$ cat src/rtl/multicycle_ctrl.sv
// multicycle_ctrl: main control FSM of the multicycle RV32I core
//
// Sequences the shared ALU, memory port, instruction register and immediate
// extender over several cycles per instruction.
//
// Build option: define MULTICYCLE_UTYPE_EN to execute lui/auipc through the
// EXECUTEU state; without it both opcodes trap as illegal.
//
// Parameter:
//   MEM_WAIT   extra stall cycles held in MEMREAD/MEMWRITE (0..15)
// Ports:
//   clk        system clock, rising edge
//   reset      synchronous, active-high reset
//   op         opcode, IR[6:0]
//   funct3     IR[14:12]
//   funct7b5   IR[30]
//   zero       ALU zero flag
//   PCWrite    PC register enable
//   AdrSrc     memory address select: 0=PC, 1=ALUOut
//   MemWrite   data memory write strobe
//   IRWrite    instruction/OldPC register enable
//   ResultSrc  result mux: 00=ALUOut, 01=Data, 10=ALUResult
//   ALUSrcA    00=PC, 01=OldPC, 10=rs1 data, 11=zero
//   ALUSrcB    00=rs2 data, 01=ImmExt, 10=constant 4
//   RegWrite   register file write enable
//   ImmSrc     immediate extender format select
//   ALUControl 000 add, 001 sub, 010 and, 011 or, 101 slt
//   illegal    sticky illegal-instruction flag
//   state_o    current state encoding, debug
module multicycle_ctrl #(
    parameter int MEM_WAIT = 0
) (
    input  logic       clk,
    input  logic       reset,
    input  logic [6:0] op,
    input  logic [2:0] funct3,
    input  logic       funct7b5,
    input  logic       zero,
    output logic       PCWrite,
    output logic       AdrSrc,
    output logic       MemWrite,
    output logic       IRWrite,
    output logic [1:0] ResultSrc,
    output logic [1:0] ALUSrcA,
    output logic [1:0] ALUSrcB,
    output logic       RegWrite,
    output logic [1:0] ImmSrc,
    output logic [2:0] ALUControl,
    output logic       illegal,
    output logic [3:0] state_o
);
    localparam int CW = (MEM_WAIT > 0) ? $clog2(MEM_WAIT + 1) : 1;
    localparam logic [CW-1:0] WAIT_LAST = CW'(MEM_WAIT);

    localparam logic [3:0] FETCH    = 4'd0;
    localparam logic [3:0] DECODE   = 4'd1;
    localparam logic [3:0] MEMADR   = 4'd2;
    localparam logic [3:0] MEMREAD  = 4'd3;
    localparam logic [3:0] MEMWB    = 4'd4;
    localparam logic [3:0] MEMWRITE = 4'd5;
    localparam logic [3:0] EXECUTER = 4'd6;
    localparam logic [3:0] EXECUTEI = 4'd7;
    localparam logic [3:0] ALUWB    = 4'd8;
    localparam logic [3:0] BEQ      = 4'd9;
    localparam logic [3:0] JAL      = 4'd10;
    localparam logic [3:0] EXECUTEU = 4'd11;
    localparam logic [3:0] TRAP     = 4'd12;

    localparam logic [6:0] OP_LW    = 7'b0000011;
    localparam logic [6:0] OP_SW    = 7'b0100011;
    localparam logic [6:0] OP_R     = 7'b0110011;
    localparam logic [6:0] OP_I     = 7'b0010011;
    localparam logic [6:0] OP_BEQ   = 7'b1100011;
    localparam logic [6:0] OP_JAL   = 7'b1101111;
    localparam logic [6:0] OP_LUI   = 7'b0110111;
    localparam logic [6:0] OP_AUIPC = 7'b0010111;

    logic [3:0]    state;
    logic [3:0]    next_state;
    logic [3:0]    decode_next;
    logic [3:0]    utype_next;
    logic [CW-1:0] wait_cnt;
    logic          wait_done;
    logic          in_mem;
    logic          illegal_q;
    logic          funct_bad;
    logic          set_illegal;
    logic          is_utype;
    logic [1:0]    alu_op;
    logic [2:0]    funct_ctrl;
    logic          pc_write;
    logic          ir_write;
    logic          mem_write;
    logic          reg_write;
    logic          adr_src;
    logic [1:0]    result_src;
    logic [1:0]    alu_src_a;
    logic [1:0]    alu_src_b;

    assign is_utype = (op == OP_LUI) || (op == OP_AUIPC);

`ifdef MULTICYCLE_UTYPE_EN
    assign utype_next = EXECUTEU;
`else
    assign utype_next = TRAP;
`endif

    assign decode_next = (op == OP_LW || op == OP_SW) ? MEMADR   :
                         (op == OP_R)                 ? EXECUTER :
                         (op == OP_I)                 ? EXECUTEI :
                         (op == OP_BEQ)               ? BEQ      :
                         (op == OP_JAL)               ? JAL      :
                         is_utype                     ? utype_next : TRAP;

    assign in_mem    = (state == MEMREAD) || (state == MEMWRITE);
    assign wait_done = (wait_cnt == WAIT_LAST);

    always_comb begin
        next_state = FETCH;
        case (state)
            FETCH:    next_state = DECODE;
            DECODE:   next_state = decode_next;
            // Only lw/sw reach MEMADR; op[5] separates store from load.
            MEMADR:   next_state = op[5] ? MEMWRITE : MEMREAD;
            MEMREAD:  next_state = wait_done ? MEMWB : MEMREAD;
            MEMWB:    next_state = FETCH;
            MEMWRITE: next_state = wait_done ? FETCH : MEMWRITE;
            EXECUTER: next_state = ALUWB;
            EXECUTEI: next_state = ALUWB;
            ALUWB:    next_state = FETCH;
            BEQ:      next_state = FETCH;
            JAL:      next_state = ALUWB;
`ifdef MULTICYCLE_UTYPE_EN
            EXECUTEU: next_state = ALUWB;
`endif
            TRAP:     next_state = TRAP;
            default:  next_state = FETCH;
        endcase
    end

    // Unsupported funct3 values still execute as add but mark the core illegal.
    assign funct_bad = !(funct3 == 3'b000 || funct3 == 3'b010 ||
                         funct3 == 3'b110 || funct3 == 3'b111);

    assign set_illegal = (next_state == TRAP) ||
                         ((state == DECODE) && funct_bad &&
                          (next_state == EXECUTER || next_state == EXECUTEI));

    always_ff @(posedge clk) begin
        if (reset) begin
            state     <= FETCH;
            wait_cnt  <= '0;
            illegal_q <= 1'b0;
        end else begin
            state     <= next_state;
            wait_cnt  <= (in_mem && !wait_done) ? wait_cnt + CW'(1) : '0;
            illegal_q <= illegal_q | set_illegal;
        end
    end

    always_comb begin
        pc_write   = 1'b0;
        ir_write   = 1'b0;
        mem_write  = 1'b0;
        reg_write  = 1'b0;
        adr_src    = 1'b0;
        result_src = 2'b00;
        alu_src_a  = 2'b00;
        alu_src_b  = 2'b00;
        alu_op     = 2'b00;
        case (state)
            FETCH: begin
                ir_write   = 1'b1;
                pc_write   = 1'b1;
                alu_src_b  = 2'b10;
                result_src = 2'b10;
            end
            // ALUOut captures OldPC + imm here as the branch/jump target.
            DECODE: begin
                alu_src_a = 2'b01;
                alu_src_b = 2'b01;
            end
            MEMADR: begin
                alu_src_a = 2'b10;
                alu_src_b = 2'b01;
            end
            MEMREAD:  adr_src = 1'b1;
            MEMWB: begin
                result_src = 2'b01;
                reg_write  = 1'b1;
            end
            // The strobe is held back to the last wait cycle so slow memory sees one write.
            MEMWRITE: begin
                adr_src   = 1'b1;
                mem_write = wait_done;
            end
            EXECUTER: begin
                alu_src_a = 2'b10;
                alu_op    = 2'b10;
            end
            EXECUTEI: begin
                alu_src_a = 2'b10;
                alu_src_b = 2'b01;
                alu_op    = 2'b10;
            end
            ALUWB:    reg_write = 1'b1;
            BEQ: begin
                alu_src_a = 2'b10;
                alu_op    = 2'b01;
                pc_write  = zero;
            end
            JAL: begin
                alu_src_a = 2'b01;
                alu_src_b = 2'b10;
                pc_write  = 1'b1;
            end
`ifdef MULTICYCLE_UTYPE_EN
            // lui adds the immediate to zero, auipc to OldPC; op[5] tells them apart.
            EXECUTEU: begin
                alu_src_a = op[5] ? 2'b11 : 2'b01;
                alu_src_b = 2'b01;
            end
`endif
            default: ;
        endcase
    end

    // sub applies only to R-type; I-type bit 30 belongs to the immediate.
    assign funct_ctrl = (funct3 == 3'b000) ? {2'b00, funct7b5 & op[5]} :
                        (funct3 == 3'b010) ? 3'b101 :
                        (funct3 == 3'b110) ? 3'b011 :
                        (funct3 == 3'b111) ? 3'b010 : 3'b000;

    assign ALUControl = (alu_op == 2'b00) ? 3'b000 :
                        (alu_op == 2'b01) ? 3'b001 : funct_ctrl;

    // lui/auipc share code 01 with stores; the extender picks U format from IR[4].
    assign ImmSrc = (op == OP_SW || is_utype) ? 2'b01 :
                    (op == OP_BEQ)            ? 2'b10 :
                    (op == OP_JAL)            ? 2'b11 : 2'b00;

    assign PCWrite   = pc_write  & ~reset;
    assign IRWrite   = ir_write  & ~reset;
    assign MemWrite  = mem_write & ~reset;
    assign RegWrite  = reg_write & ~reset;
    assign AdrSrc    = adr_src;
    assign ResultSrc = result_src;
    assign ALUSrcA   = alu_src_a;
    assign ALUSrcB   = alu_src_b;
    assign illegal   = illegal_q;
    assign state_o   = state;
endmodule

$ cat config.mk
export PLATFORM = sky130hd
export DESIGN_NAME = multicycle_ctrl
export DESIGN_NICKNAME = d
export VERILOG_FILES = /design/src/rtl/multicycle_ctrl.sv
export SDC_FILE = /design/constraint.sdc
export NUM_CORES = 1
export LEC_CHECK = 0
export ABC_AREA = 1
export CAP_MARGIN = 20
export CORE_MARGIN = 3
export CORE_UTILIZATION = 30
export CTS_CLUSTER_SIZE = 10
export DETAILED_ROUTE_END_ITERATION = 10
export PLACE_DENSITY = 0.65
export SYNTH_ARGS = -nofsm -noshare
export SYNTH_HDL_FRONTEND = slang
export SYNTH_SLANG_ARGS = --single-unit
$ cat constraint.sdc
create_clock -name clk -period 2.75 [get_ports clk]
set_input_delay 0.6875 -clock clk [delete_from_list [all_inputs] [get_ports clk]]
set_output_delay 0.6875 -clock clk [all_outputs]
set_load 0.005 [all_outputs]
# ---- Word-level counts from Yosys, hierarchy flattened
# Index checks and enable logic that the tools add are counted.
dict set report totals {
  output_inout_bits 21
  ff_bits 6
  in_bits 14
  word_cells 91
}
dict set report op_classes {
  bitwise_logic 9
  n_mux 27
  n_reduce_logical 25
  n_eq_ne 26
  add_sub_neg 1
}
# operator count
set ops {}
lappend ops {{$pmux 4 s7} 1}
lappend ops {{$mux 3} 9}
lappend ops {{$eq 4x3->1 const B} 6}
lappend ops {{$eq 7x6->1 const B} 3}
lappend ops {{$eq 4x4->1 const B} 5}
lappend ops {{$pmux 2 s2} 4}
lappend ops {{$eq 7x5->1 const B} 2}
lappend ops {{$eq 7x7->1 const B} 2}
lappend ops {{$mux 4} 3}
lappend ops {{$reduce_or 2->1} 6}
lappend ops {{$mux 2} 5}
lappend ops {{$logic_or 1x1->1} 9}
lappend ops {{$eq 4x2->1 const B} 2}
lappend ops {{$eq 7x2->1 const B} 1}
lappend ops {{$eq 3x3->1 const B} 2}
lappend ops {{$reduce_or 3->1} 2}
lappend ops {{$and 1x1->1} 5}
lappend ops {{$eq 4x1->1 const B} 1}
lappend ops {{$logic_not 4->1} 1}
lappend ops {{$mux 1} 4}
lappend ops {{$reduce_or 4->1} 1}
lappend ops {{$eq 3x2->1 const B} 1}
lappend ops {{$logic_and 1x1->1} 3}
lappend ops {{$logic_not 3->1} 1}
lappend ops {{other kinds (7)} 9}

# ---- Logic depth before layout (Yosys ltp)
dict set report logic_depth {
  word_depth 12
  depth_mapped 10
  depth_no_buf 10
}

# ---- Least setup slack after synthesis
# OpenSTA, ideal clock, no wires.
dict set report synth_timing {
  kind {input port to output port}
  start {in op[3]}
  end {out ImmSrc[0]}
  t_arrival_ps 1187
  setup_slack_ps 875
  required_ps 2062
  stages 3
  path_buffers 0
  path_cell_list {nor2_1 nand3_1 o221ai_1}
}
dict set report synth_via {
  elab_chain_cells 4
  word_cells_on_any_way 10
  cone_classes {eq/ne (5); mux (3); reduce/logical (2)}
}
# item line_no
set synth_lines {}
lappend synth_lines {{start, declared} 35} ;# input logic [6:0] op,
lappend synth_lines {{$eq 7x7->1, or another cell as far along} 240} ;# (op == OP_JAL) ? 2'b11 : 2'b00;
lappend synth_lines {{$mux 2 or $logic_or 1x1->1 (tied branches)} {240, 100}}
lappend synth_lines {{$mux 2 or $logic_or 1x1->1 (tied branches)} {239, 238}}
lappend synth_lines {{$mux 2 *} 238} ;# assign ImmSrc = (op == OP_SW || is_utype) ? 2'b01 :
lappend synth_lines {{end, declared} 47} ;# output logic [1:0] ImmSrc,
# Mark *: on every way between the ends. The rest lies on a longest branch, timed or not.

# ---- Worst setup path in the final report
dict set report layout_timing {
  start {in op[2]}
  end {out ImmSrc[0]}
}
# Same word-level chain as after synthesis.

==> results.md <==
- # rows: 15
- Hold Path Class: flip-flop to flip-flop
- Post-DP HPWL: 1690 um
- CP max-delay cell: clkdlybuf4s50_1
- Die height: 51.7 um
- RSZ-0062 raised after global routing: no
- Final wirelength: 2060 um
- DRT iter0 DRCs: 7
- CTS Buf Count: 3
- Worst endpoint required time: 2.06 ns
- First-pass GRT wire length: 3480 um
- CP max stage delay: 0.50 ns
- IO Port Bufs: 34
- Dpl ws: -0.0697 ns
- Syn nets: 127
- Die Wd: 51.7 um
- Post-synth top area share: 19.2%
- Clock power frac: 15.1%
- Endpoints failing setup: 0
- Number of synthesized register bits: 6
- Post-Synthesis Cells: 113
- Startpoint Class: input pin
- Netlist cell types: 26
- Sw Pwr: 0.212 mW
- Status: finished, final reports clean
- N_diodes: 0
- Highest clock rate: 376 MHz
- Worst skew pair latency: 0.24 ns
- Full die area: 2670 um2
- Peak VDD IR: 0.340 mV
- Cell Chain, Critical Path: clkdlybuf4s50_1 > inv_1 > nor2_2 > nand3_2 > buf_4 > o221ai_1 > dlygate4sd2_1
- Drt pass-1 iters: 2
- Setup tns final: 0 ns
- Core ar.: 1840 um2
- Starting Density: 34.0%
- Mapped Area: 626 um2
- Hold-fix buffers, CTS: 0
- Ys Warns: 0
- Comb power frac: 61.9%
- Max_cap viols: 0
- Reg clk slew, reported paths: 0.04 ns
- CP endpoint kind: output pin
- FILL cells: 200
- Post-synth top area cell: dfxtp_1
- Routed Antenna Nets: 0
- Seq pwr share: 23.0%
- P_leak: 0.586 nW
- Detailed-route via count: 879
- CTS root buffer: clkbuf_4
- Seq/Total Area, Yosys: 19.2%
- Sw Ratio: 39.9%
- Power per standard cell area: 474 nW/um2
- Layout cells sized above 1: 23.1%
- Period utilisation layout: 96.8%
- CTS tree: built
- Final min period: 2.66 ns
- DRC: 0
- Top cells by area, synth: dfxtp_1 19%, nand2_1 16%, nand3_1 9.6%
- Int Power: 0.319 mW
- Critical path class: input pin to output pin
- Total grt overflow: 0
- Pins Over Slew Limit: 0
- IO Pins: 35
- Average wire per standard cell: 11.1 um
- Gpl congestion: 0.820
- Clock Skew: 0.00195 ns
- Pin count of the biggest net entering global routing: 8
- Setup ws final: 0.0878 ns
- Worst-case clock buffer depth: 2
- Layout net count: 176
- Synthesis-to-finish area growth: 79.2%
- Antenna violations before repair: 0
- Fin. Hold Viols: 0
- Avg Inst Size Synth: 5.54 um2
- Vias in the first global route: 862
- Gr usage total: 16.7%
- Worst Path Arrival: 1.97 ns
- Via density: 4.75
- CP Max Fanout: 2
- H-tree lvl count: 1
- Sink Count: 6
==> routing by layer <==
layer | part of all wire, % | wire length [um] | GRT usage [%] | vias up
met4 | 0 | 0 | 4.37 | 0
met2 | 52 | 1070 | 30.5 | 20
met1 | 43 | 892 | 19.4 | 402
met5 | 0 | 0 | 0 | -
li1 | - | - | - | 457
met3 | 4.7 | 96 | 3.72 | 0
==> flip-flops by register name, indices dropped and copies added, names as in the netlist <==
signal	flops
illegal	1
state_o	4
wait_cnt	1
==> worst max-delay path, delay by kind of cell <==
| family | cells | cell delay [ns] |
|---|---|---|
| AOI/OAI and AO/OA | 1 | 0.05 |
| buffers and inverters | 4 | 0.97 |
| and+or+nand+nor | 2 | 0.27 |
==> worst paths after layout <==
check,start,end,slack (ns),depth (start not counted)
hold / removal,illegal,illegal,0.46,2
setup reg to reg,state_o[1],illegal,1.31,9
hold reg to reg,illegal,illegal,0.46,2
setup / recovery,op[2],ImmSrc[0],0.09,7
==> cells in the mapped netlist, drive strengths merged <==
| library cell | instances |
|---|---|
| nand4 | 2 |
| nand3 | 13 |
| nor3b | 1 |
| o21ai | 2 |
| nand2 | 32 |
| o211ai | 1 |
| inv | 19 |
| a21oi | 5 |
| clkinv | 1 |
| conb | 1 |
| o221ai | 1 |
| buf | 1 |
| nor4 | 1 |
| o31ai | 1 |
| nor3 | 3 |
| a31oi | 2 |
| nor2 | 21 |
| dfxtp | 6 |
==> cell families (layout without fill, tap and decap cells) <==
kind of cell           Yosys count  after routing  share of synthesized area [%]
AO/OA/AOI/OAI                   12             12                           12.0
flip-flops                       6              6                           19.2
buffers and inverters           21             68                           13.0
other                            1              1                          0.599
AND/OR/NAND/NOR                 73             73                           55.2
==> area by class of cell <==
| class | count | area, um2 | share of cell area (%) |
|---|---|---|---|
| well taps | 25 | 31.3 | 2.79 |
| multi-input cells | 86 | 442 | 39.4 |
| repair buffers | 45 | 428 | 38.2 |
| flip-flops and latches | 6 | 120 | 10.7 |
| clock buffers | 3 | 22.5 | 2.01 |
| inverters | 20 | 77.6 | 6.92 |
==> placed cells by master (no fill, tap or decap), drive strengths merged, types with 5 or more instances in the layout <==
| master | netlist | final |
|---|---|---|
| inv | 19 | 19 |
| clkdlybuf4s50 | 0 | 29 |
| nand2 | 32 | 32 |
| nand3 | 13 | 13 |
| nor2 | 21 | 21 |
| dfxtp | 6 | 6 |
| buf | 1 | 11 |
| a21oi | 5 | 5 |
==> stage by stage <==
step	instance area (um2)	utilization [%]	total power, mW	cells	hold slack (ns)
3_3_place_gp	1060	57.7	0.447	180	0.451
4_1_cts	1090	59.3	0.533	184	0.462
2_1_floorplan	626	-	0.290	113	0.456
6_report	1120	61.0	0.531	185	0.458
3_5_place_dp	1060	57.7	0.452	180	0.454
5_1_grt	1120	61.0	0.582	185	0.495
==> power by group through the flow <==
stage	registers (mW)	clock network [mW]	logic, mW
4_1_cts	0.123	0.0821	0.328
6_report	0.122	0.0801	0.328
5_1_grt	0.125	0.0869	0.369
2_1_floorplan	0.123	0	0.166
3_5_place_dp	0.124	0	0.328
3_3_place_gp	0.124	0	0.323
==> timing repair <==
| action | CTS | global route |
|---|---|---|
| gates resized for setup | 3 | 8 |
| setup endpoints to repair | 3 | 3 |
| endpoints found under the hold margin | 0 | 0 |
| setup buffers | 1 | 1 |
| pin swaps | 1 | 2 |
No activity file was read; power rests on OpenSTA's default activity.
